==> config.mk <==
export PLATFORM = sky130hd
export DESIGN_NAME = gshare_spec_predictor_flat
export DESIGN_NICKNAME = d
export VERILOG_FILES = /design/src/rtl/gshare_spec_predictor_if.sv /design/src/rtl/gshare_spec_predictor.sv /design/src/flat_wrapper.sv
export SDC_FILE = /design/constraint.sdc
export NUM_CORES = 2
export LEC_CHECK = 0
export CAP_MARGIN = 20
export CORE_MARGIN = 2
export CORE_UTILIZATION = 57
export DETAILED_ROUTE_END_ITERATION = 16
export HOLD_SLACK_MARGIN = 0.12
export PLACE_DENSITY = 0.76
export SYNTH_ARGS = -nofsm -noshare
export SYNTH_HDL_FRONTEND = slang
export SYNTH_SLANG_ARGS = --single-unit
==> constraint.sdc <==
create_clock -name clk -period 96.1 [get_ports clk]
set_input_delay 9.61 -clock clk [delete_from_list [all_inputs] [get_ports clk]]
set_output_delay 9.61 -clock clk [all_outputs]
set_load 0.1 [all_outputs]
==> src/rtl/gshare_spec_predictor_if.sv <==
// gshare_spec_predictor_if: fetch / resolve / commit bundle
// for the speculative gshare predictor.
interface gshare_spec_predictor_if #(
    parameter int HIST_BITS = 10
);
    logic                 lookup_valid;
    logic [31:0]          lookup_pc;
    logic                 lookup_ready;
    logic                 pred_valid;
    logic                 pred_taken;
    logic [HIST_BITS-1:0] pred_ghr;
    logic                 recover_valid;
    logic [HIST_BITS-1:0] recover_ghr;
    logic                 recover_taken;
    logic                 update_valid;
    logic [31:0]          update_pc;
    logic [HIST_BITS-1:0] update_ghr;
    logic                 update_taken;
    logic [HIST_BITS-1:0] spec_ghr_out;

    modport master (
        output lookup_valid, lookup_pc,
        input  lookup_ready, pred_valid, pred_taken, pred_ghr,
        output recover_valid, recover_ghr, recover_taken,
        output update_valid, update_pc, update_ghr, update_taken,
        input  spec_ghr_out
    );

    modport slave (
        input  lookup_valid, lookup_pc,
        output lookup_ready, pred_valid, pred_taken, pred_ghr,
        input  recover_valid, recover_ghr, recover_taken,
        input  update_valid, update_pc, update_ghr, update_taken,
        output spec_ghr_out
    );
endinterface

==> src/rtl/gshare_spec_predictor.sv <==
// gshare_spec_predictor: gshare direction predictor with
// speculative global history, mispredict repair and PHT init sweep.
module gshare_spec_predictor #(
    parameter int INDEX_BITS  = 10,
    parameter int HIST_BITS   = 10,
    parameter int CTR_BITS    = 2,
    parameter int USE_HISTORY = 1
) (
    input logic clk,
    input logic rst,
    gshare_spec_predictor_if.slave bus
);
    localparam int DEPTH = 1 << INDEX_BITS;
    localparam logic [CTR_BITS-1:0] WNT =
        CTR_BITS'((1 << (CTR_BITS - 1)) - 1);
    localparam logic [CTR_BITS-1:0] CMAX = '1;
    localparam logic [INDEX_BITS-1:0] LAST =
        INDEX_BITS'(DEPTH - 1);

    typedef enum logic {
        S_INIT,
        S_READY
    } state_t;

    state_t state;
    state_t state_nxt;

    logic [INDEX_BITS-1:0] sweep;
    logic [CTR_BITS-1:0]   pht [DEPTH];
    logic [HIST_BITS-1:0]  spec_ghr;
    logic                  ready;
    logic                  init_we;
    logic                  lk_fire;
    logic                  up_fire;
    logic [INDEX_BITS-1:0] lk_idx;
    logic [INDEX_BITS-1:0] up_idx;
    logic [CTR_BITS-1:0]   up_ctr;
    logic [CTR_BITS-1:0]   up_nxt;
    logic                  pred_valid_q;
    logic                  pred_taken_q;
    logic [HIST_BITS-1:0]  pred_ghr_q;
    logic                  unused_pc;

    // Shift one outcome into a history; works for HIST_BITS=1 too.
    function automatic logic [HIST_BITS-1:0] shift_in(
        input logic [HIST_BITS-1:0] h,
        input logic                 b
    );
        logic [HIST_BITS:0] t;
        t = {h, b};
        return t[HIST_BITS-1:0];
    endfunction

    // History contribution to the index (zero in bimodal mode).
    function automatic logic [INDEX_BITS-1:0] hist_term(
        input logic [HIST_BITS-1:0] h
    );
        if (USE_HISTORY != 0) begin
            return INDEX_BITS'(h);
        end
        return '0;
    endfunction

    assign lk_idx = bus.lookup_pc[INDEX_BITS+1:2] ^ hist_term(spec_ghr);
    assign up_idx = bus.update_pc[INDEX_BITS+1:2] ^ hist_term(bus.update_ghr);
    assign lk_fire = bus.lookup_valid && ready;
    assign up_fire = bus.update_valid && ready;

    assign unused_pc = ^{bus.lookup_pc[31:INDEX_BITS+2],
                         bus.lookup_pc[1:0],
                         bus.update_pc[31:INDEX_BITS+2],
                         bus.update_pc[1:0]};

    // FSM state register.
    always_ff @(posedge clk) begin
        if (rst) begin
            state <= S_INIT;
        end else begin
            state <= state_nxt;
        end
    end

    // FSM next state: leave INIT once the last entry is written.
    always_comb begin
        state_nxt = state;
        unique case (state)
            S_INIT:  if (sweep == LAST) state_nxt = S_READY;
            S_READY: state_nxt = S_READY;
            default: state_nxt = S_INIT;
        endcase
    end

    // FSM outputs.
    always_comb begin
        ready   = 1'b0;
        init_we = 1'b0;
        unique case (state)
            S_INIT:  init_we = 1'b1;
            S_READY: ready   = 1'b1;
            default: init_we = 1'b1;
        endcase
    end

    // Init sweep pointer, one entry per cycle.
    always_ff @(posedge clk) begin
        if (rst) begin
            sweep <= '0;
        end else if (init_we) begin
            sweep <= sweep + 1'b1;
        end
    end

    // Saturating counter step for the committed branch.
    always_comb begin
        up_ctr = pht[up_idx];
        up_nxt = up_ctr;
        if (bus.update_taken) begin
            if (up_ctr != CMAX) up_nxt = up_ctr + 1'b1;
        end else begin
            if (up_ctr != '0) up_nxt = up_ctr - 1'b1;
        end
    end

    // PHT write port: init sweep, else training.
    always_ff @(posedge clk) begin
        if (!rst) begin
            if (init_we) begin
                pht[sweep] <= WNT;
            end else if (up_fire) begin
                pht[up_idx] <= up_nxt;
            end
        end
    end

    // Registered PHT read; sees the pre-update counter on collision.
    always_ff @(posedge clk) begin
        if (rst) begin
            pred_valid_q <= 1'b0;
            pred_taken_q <= 1'b0;
            pred_ghr_q   <= '0;
        end else begin
            pred_valid_q <= lk_fire;
            if (lk_fire) begin
                pred_taken_q <= pht[lk_idx][CTR_BITS-1];
                pred_ghr_q   <= spec_ghr;
            end
        end
    end

    // Speculative history: repair wins over the speculative shift.
    always_ff @(posedge clk) begin
        if (rst) begin
            spec_ghr <= '0;
        end else if (bus.recover_valid) begin
            spec_ghr <= shift_in(bus.recover_ghr, bus.recover_taken);
        end else if (pred_valid_q) begin
            spec_ghr <= shift_in(spec_ghr, pred_taken_q);
        end
    end

    assign bus.lookup_ready = ready;
    assign bus.pred_valid   = pred_valid_q;
    assign bus.pred_taken   = pred_taken_q;
    assign bus.pred_ghr     = pred_ghr_q;
    assign bus.spec_ghr_out = spec_ghr;
endmodule

==> src/flat_wrapper.sv <==
// flat-port wrapper written by rule: the top's interface ports become plain ports
module gshare_spec_predictor_flat 
#(
    parameter int INDEX_BITS  = 10,
    parameter int HIST_BITS   = 10,
    parameter int CTR_BITS    = 2,
    parameter int USE_HISTORY = 1
)
  (clk, rst, bus_lookup_valid, bus_lookup_pc, bus_lookup_ready, bus_pred_valid, bus_pred_taken, bus_pred_ghr, bus_recover_valid, bus_recover_ghr, bus_recover_taken, bus_update_valid, bus_update_pc, bus_update_ghr, bus_update_taken, bus_spec_ghr_out);
  gshare_spec_predictor_if #(.HIST_BITS(HIST_BITS)) bus_i ();
  input logic clk;
  input logic rst;
  input wire logic [$bits(bus_i.lookup_valid)-1:0] bus_lookup_valid;
  input wire logic [$bits(bus_i.lookup_pc)-1:0] bus_lookup_pc;
  output wire logic [$bits(bus_i.lookup_ready)-1:0] bus_lookup_ready;
  output wire logic [$bits(bus_i.pred_valid)-1:0] bus_pred_valid;
  output wire logic [$bits(bus_i.pred_taken)-1:0] bus_pred_taken;
  output wire logic [$bits(bus_i.pred_ghr)-1:0] bus_pred_ghr;
  input wire logic [$bits(bus_i.recover_valid)-1:0] bus_recover_valid;
  input wire logic [$bits(bus_i.recover_ghr)-1:0] bus_recover_ghr;
  input wire logic [$bits(bus_i.recover_taken)-1:0] bus_recover_taken;
  input wire logic [$bits(bus_i.update_valid)-1:0] bus_update_valid;
  input wire logic [$bits(bus_i.update_pc)-1:0] bus_update_pc;
  input wire logic [$bits(bus_i.update_ghr)-1:0] bus_update_ghr;
  input wire logic [$bits(bus_i.update_taken)-1:0] bus_update_taken;
  output wire logic [$bits(bus_i.spec_ghr_out)-1:0] bus_spec_ghr_out;
  assign bus_i.lookup_valid = bus_lookup_valid;
  assign bus_i.lookup_pc = bus_lookup_pc;
  assign bus_lookup_ready = bus_i.lookup_ready;
  assign bus_pred_valid = bus_i.pred_valid;
  assign bus_pred_taken = bus_i.pred_taken;
  assign bus_pred_ghr = bus_i.pred_ghr;
  assign bus_i.recover_valid = bus_recover_valid;
  assign bus_i.recover_ghr = bus_recover_ghr;
  assign bus_i.recover_taken = bus_recover_taken;
  assign bus_i.update_valid = bus_update_valid;
  assign bus_i.update_pc = bus_update_pc;
  assign bus_i.update_ghr = bus_update_ghr;
  assign bus_i.update_taken = bus_update_taken;
  assign bus_spec_ghr_out = bus_i.spec_ghr_out;
  gshare_spec_predictor #(.INDEX_BITS(INDEX_BITS), .HIST_BITS(HIST_BITS), .CTR_BITS(CTR_BITS), .USE_HISTORY(USE_HISTORY)) u_core (.clk(clk), .rst(rst), .bus(bus_i));
endmodule
# Word-level counts from Yosys, hierarchy flattened
# Memories as Yosys holds them, arrays and structs flattened. A register that Yosys moved wholly into a read port is not among the register bits.
# Index checks and enable logic that the tools add are counted.
word_totals:
  register_bits: 32
  n_memories: 1
  input_bits: 91
  ramBits: 2048
  output_inout_bits: 23
mem_list:
  columns: ["name", "words", "width", "rd", "rd_ports_with_merged_regs", "wr", "line", "source"]
  rows:
  - ["u_core.pht", 1024, 2, 2, 1, 1, "gshare_spec_predictor.sv:29", "logic [CTR_BITS-1:0] pht [DEPTH];"]
classes:
  n_addsub: 3
  n_reduce_logical: 5
  bitwise: 3
  n_mux: 18
  eq_ne: 2
op_table:
  columns: ["operator", "count"]
  rows:
  - ["10-bit 2-to-1 mux", 3]
  - ["10-bit XOR", 2]
  - ["10-bit by 1-bit adder with 10-bit output (second input constant)", 1]
  - ["10-bit equality test (second input constant)", 1]
  - ["1-bit 2-to-1 mux", 10]
  - ["2-bit 2-to-1 mux", 4]
  - ["2-bit nonzero test", 2]
  - ["2-bit by 1-bit adder with 2-bit output (second input constant)", 1]
  - ["1-bit logical AND", 2]
  - ["2-bit != test (second input constant)", 1]
  - ["1-bit case mux with 2 select lines", 1]
  - ["2-bit OR reduction", 1]
  - ["2-bit by 1-bit subtractor with 2-bit output (second input constant)", 1]
  - ["1-bit inverter", 1]

# Longest topological paths before layout
logic_depth:
  word_depth: 8
  mapped_depth: 15

# Worst setup path before layout
# No wires, ideal clock.
synth_timing:
  path_kind: "input-to-reg"
  start: "input port bus_update_ghr[7]"
  end: "memory u_core.pht[0][1] (data pin)"
  t_arrival_ps: 39130
  setup_time_ps: 5684
  n_path_buf: 2
  t_required_ps: 90416
  path_stages: 12
  path_slack_ps: 51286
  cell_sequence: "xor2_1 > nor4_1 > clkbuf_1 > buf_2 > nand3_1 > nand4_1 > nor4_1 > o2111ai_1 > nor4_1 > nor4_2 > o21ai_1 > a21oi_1"
synth_between:
  elab_chain_len: 6
  word_cells_on_any_way: 10
  cone_classes: "add/sub: 2; eq/ne: 1; mux: 4; bitwise: 1; reduce/logical: 1; memory: 1"
synth_lines:
  columns: ["item", "line", "source"]
  rows:
  - ["start, declared", "flat_wrapper.sv:24", "input wire logic [$bits(bus_i.update_ghr)-1:0] bus_update_ghr;"]
  - ["10-bit XOR *", "gshare_spec_predictor.sv:65", "assign up_idx = bus.update_pc[INDEX_BITS+1:2] ^ hist_term(bus.update_ghr);"]
  - ["memory 1024 x 2 bit *", null, null]
  - ["2-bit by 1-bit subtractor with 2-bit output, or another cell as far along", "gshare_spec_predictor.sv:120", "if (up_ctr != '0) up_nxt = up_ctr - 1'b1;"]
  - ["2-bit 2-to-1 mux, on equally long branches", "gshare_spec_predictor.sv:120, gshare_spec_predictor.sv:118", null]
  - ["2-bit 2-to-1 mux *", "gshare_spec_predictor.sv:117", "if (bus.update_taken) begin"]
  - ["2-bit 2-to-1 mux (no source line) *", null, null]
  - ["end, declared", "gshare_spec_predictor.sv:29", null]
# Mark *: on every way between the ends. The rest lies on a longest branch, timed or not.

# Worst setup path after layout
layout_timing:
  start: "input port bus_update_ghr[0]"
  end: "memory u_core.pht[476][0] (data pin)"
# Same word-level chain as after synthesis.

==> results.tsv <==
stage	metric	value	unit
die	Starting Density	0.572	
clocking	Clock Tree Buf Depth	3	
cells_and_area	fin nets	5784	
global_routing	largest net degree at the start of global routing	273	
synthesis	Post-synth EDFFs	2048	
global_routing	antenna violations before repair	19	
clocking	post-CTS setup buffer count	0	
worst_setup_path	Required @ worst endpoint	96.75	ns
global_routing	first-pass GRT wire length	418000	um
die	FP Rows	149	
worst_setup_path	kind of critical path	input port to flop	
worst_setup_path	Worst setup SP type	input port	
clocking	CTS clock-pin slew for the worst setup and hold paths	0.06	ns
clocking	H-tree levels	4	
die	Die Wd	410	um
die	core area	164000	um^2
cells_and_area	P&R area growth vs syn	10.0	%
global_routing	vias in the first global route	57697	
synthesis	register area share after synthesis	0.661	
clocking	Num CTS Buffers	200	
worst_setup_path	crit-path max FO	100	
detailed_routing	routed wire length per instance	37.4	um
die	IO Pins	114	
synthesis	Synth cell types	74	
cells_and_area	most frequent cells in the layout	edfxtp_1 (2048), nor2_1 (1092), mux4_2 (448), mux2i_1 (294)	
place	Port Buffers	68	
job	max-cap violation count	0	
detailed_routing	post-route ant nets	0	
clocking	Root Buffer	clkbuf_16	
worst_setup_path	Worst Setup End Kind	flop	
detailed_routing	# DRC	0	
pwr	maximum vdd drop	0.0000177	V
synthesis	Top FF cell, synth	edfxtp_1	
die	die area	168000	um^2
global_routing	Tot GR Track Use	0.355	
place	routability cong.	0.967	
synthesis	synth warn	0	
sta	Final Hold Vio Count	0	
sta	clock period minus worst slack	19.25	ns
synthesis	Post-Synthesis Cells	5714	
hold_path	min-delay worst type	flop to flop	
clocking	CTS Hold Bufs	0	
sta	max-slew violations	0	
worst_setup_path	Worst EP arrival	19.90	ns
sta	Final setup violation count	0	
clocking	post-cts sizing count	0	
sta	Final Skew	0.0402	ns
synthesis	Mean Syn Cell Area	16.5	um^2
detailed_routing	drt first pass iters	9	
synthesis	Synth Net Count	5806	
clocking	clk sinks	2081	
sta	setup TNS	0	ns
pwr	pwr/cell area	18.5	nW/um^2
sta	worst rel slew slack	0.0956	
run_status	status	completed	
sta	Tcrit/Tclk final	0.200	
synthesis	mapped cell area	94000	um^2
clocking	CTS tree	done	
detailed_routing	initial DRC count	11602	
synthesis	ys async rst share	0	
sta	Worst Tran Pin Value	1.36	ns
pwr	PnR Total Power	1.92	mW
sta	Max Freq	51.9	MHz
detailed_routing	via count	60114	
detailed_routing	overall routed net length	302000	um
synthesis	flops & latches, synth	2081	
cells_and_area	share of cells above drive strength 1	0.172	
detailed_routing	Via density	7.44	
clocking	Skew-Pair Late Insertion Delay	0.87	ns
sta	Min Hold Slack	0.458	ns
cells_and_area	most common cell after layout, fill and taps aside	edfxtp_1	
die	chip height	410	um
global_routing	gr ovfl total	0	
place	Final HPWL DP	172000	um
pwr	Static Leak	36.8	nW
sta	RSZ-0062 raised after global routing	false	
[metrics by stage]
| step | setup WS [ns] | std cells | cell area [um^2] | util |
|---|---|---|---|---|
| final | 76.85 | 8082 | 103000 | 0.629 |
| after global routing | 76.37 | 8059 | 103000 | 0.629 |
| after CTS | 76.74 | 8036 | 103000 | 0.626 |
| after global placement | 76.15 | 7648 | 96200 | 0.585 |
| after detailed placement | 75.89 | 7659 | 96500 | 0.587 |
| after floorplan | 51.29 | 5714 | 94000 | - |
[area by class of cell]
| class | instances | area [um^2] |
|---|---|---|
| timing repair buffer | 255 | 2740 |
| multi-input combinational | 3153 | 29300 |
| clock buffer | 245 | 5220 |
| antenna | 26 | 65.1 |
| sequential | 2081 | 62200 |
| inverter | 1 | 3.75 |
| clock inverter | 132 | 1200 |
| fill | 11214 | 61000 |
| tap | 2189 | 2740 |
[cell usage after synthesis (10+ instances only)]
| library cell | number | area [um^2] |
|---|---|---|
| a21oi_1 | 53 | 265 |
| a221oi_1 | 27 | 236 |
| a22o_1 | 28 | 245 |
| a22oi_1 | 154 | 1160 |
| a31oi_1 | 27 | 169 |
| a32oi_1 | 10 | 87.6 |
| and3_1 | 13 | 81.3 |
| buf_1 | 53 | 199 |
| buf_12 | 17 | 340 |
| buf_2 | 49 | 245 |
| buf_4 | 36 | 270 |
| buf_6 | 35 | 394 |
| clkbuf_1 | 237 | 890 |
| clkbuf_8 | 45 | 619 |
| dfxtp_1 | 33 | 661 |
| edfxtp_1 | 2048 | 61500 |
| mux2i_1 | 294 | 2940 |
| mux4_1 | 182 | 4780 |
| mux4_2 | 448 | 10100 |
| nand2_1 | 234 | 878 |
| nand3_1 | 119 | 596 |
| nand4_1 | 57 | 357 |
| nor2_1 | 1101 | 4130 |
| nor3_1 | 12 | 60.1 |
| nor4_1 | 34 | 213 |
| o21ai_0 | 91 | 455 |
| o22ai_1 | 134 | 838 |
| xnor2_1 | 18 | 158 |
| xor2_1 | 25 | 219 |
[state kept, by name (all words and copies together) (netlist names)]
name	flops
u_core.sweep	10
u_core.bus.pred_valid	1
u_core.state	1
u_core.bus.pred_ghr	10
u_core.bus.pred_taken	1
u_core.pht	2048
u_core.bus.spec_ghr_out	10
[metal layers]
metal  wire [um]  track usage
met1       97000        0.450
met2      132000        0.512
met3       49000        0.135
met4       24000        0.233
met5         304      0.00374
[worst max-delay path, stage by stage]
cell and delay, ns:
clkdlybuf4s50_1 0.60, xor2_4 0.15, buf_4 0.64, buf_4 0.80
buf_4 0.71, buf_4 0.67, mux4_1 0.64, a22oi_1 0.25
nand4_1 0.44, a32o_1 0.36, nor3_1 0.46, and3_1 0.32
or4_1 0.18, a21oi_1 0.11, o21ai_4 0.20, buf_4 0.74
buf_4 0.83, buf_4 0.86, buf_4 0.75, buf_12 0.31
[power by group]
group | internal, mW | switching [mW] | leakage (nW)
combinational | 0.0510 | 0.103 | 10.6
sequential | 0.981 | 0.000788 | 23.1
clock | 0.435 | 0.345 | 3.12
total | 1.47 | 0.449 | 36.8
[path summary, 6_finish.rpt]
kind | end | startpoint | depth (start not counted) | slack, ns
max reg2reg | u_core.pht[476][0] | u_core.pht[621][0] | 14 | 88.95
min reg2reg | u_core.bus.pred_ghr[8] | u_core.bus.pred_ghr[8] | 2 | 0.46
max | u_core.pht[476][0] | bus_update_ghr[0] | 20 | 76.85
min | u_core.bus.pred_ghr[8] | u_core.bus.pred_ghr[8] | 2 | 0.46
[logic make-up (layout without fill, tap and decap cells)]
| family | after synthesis | after routing | share of synthesized area |
|---|---|---|---|
| buf+inv | 480 | 633 | 0.0326 |
| simple gates | 1604 | 1604 | 0.0702 |
| fa+ha+maj | 1 | 1 | 0.000133 |
| flops | 2081 | 2081 | 0.661 |
| xor+xnor | 45 | 45 | 0.00447 |
| other cells | 0 | 26 | 0 |
| compound gates | 576 | 576 | 0.0413 |
| mux | 927 | 927 | 0.190 |
No activity file was read; power rests on OpenSTA's default activity.
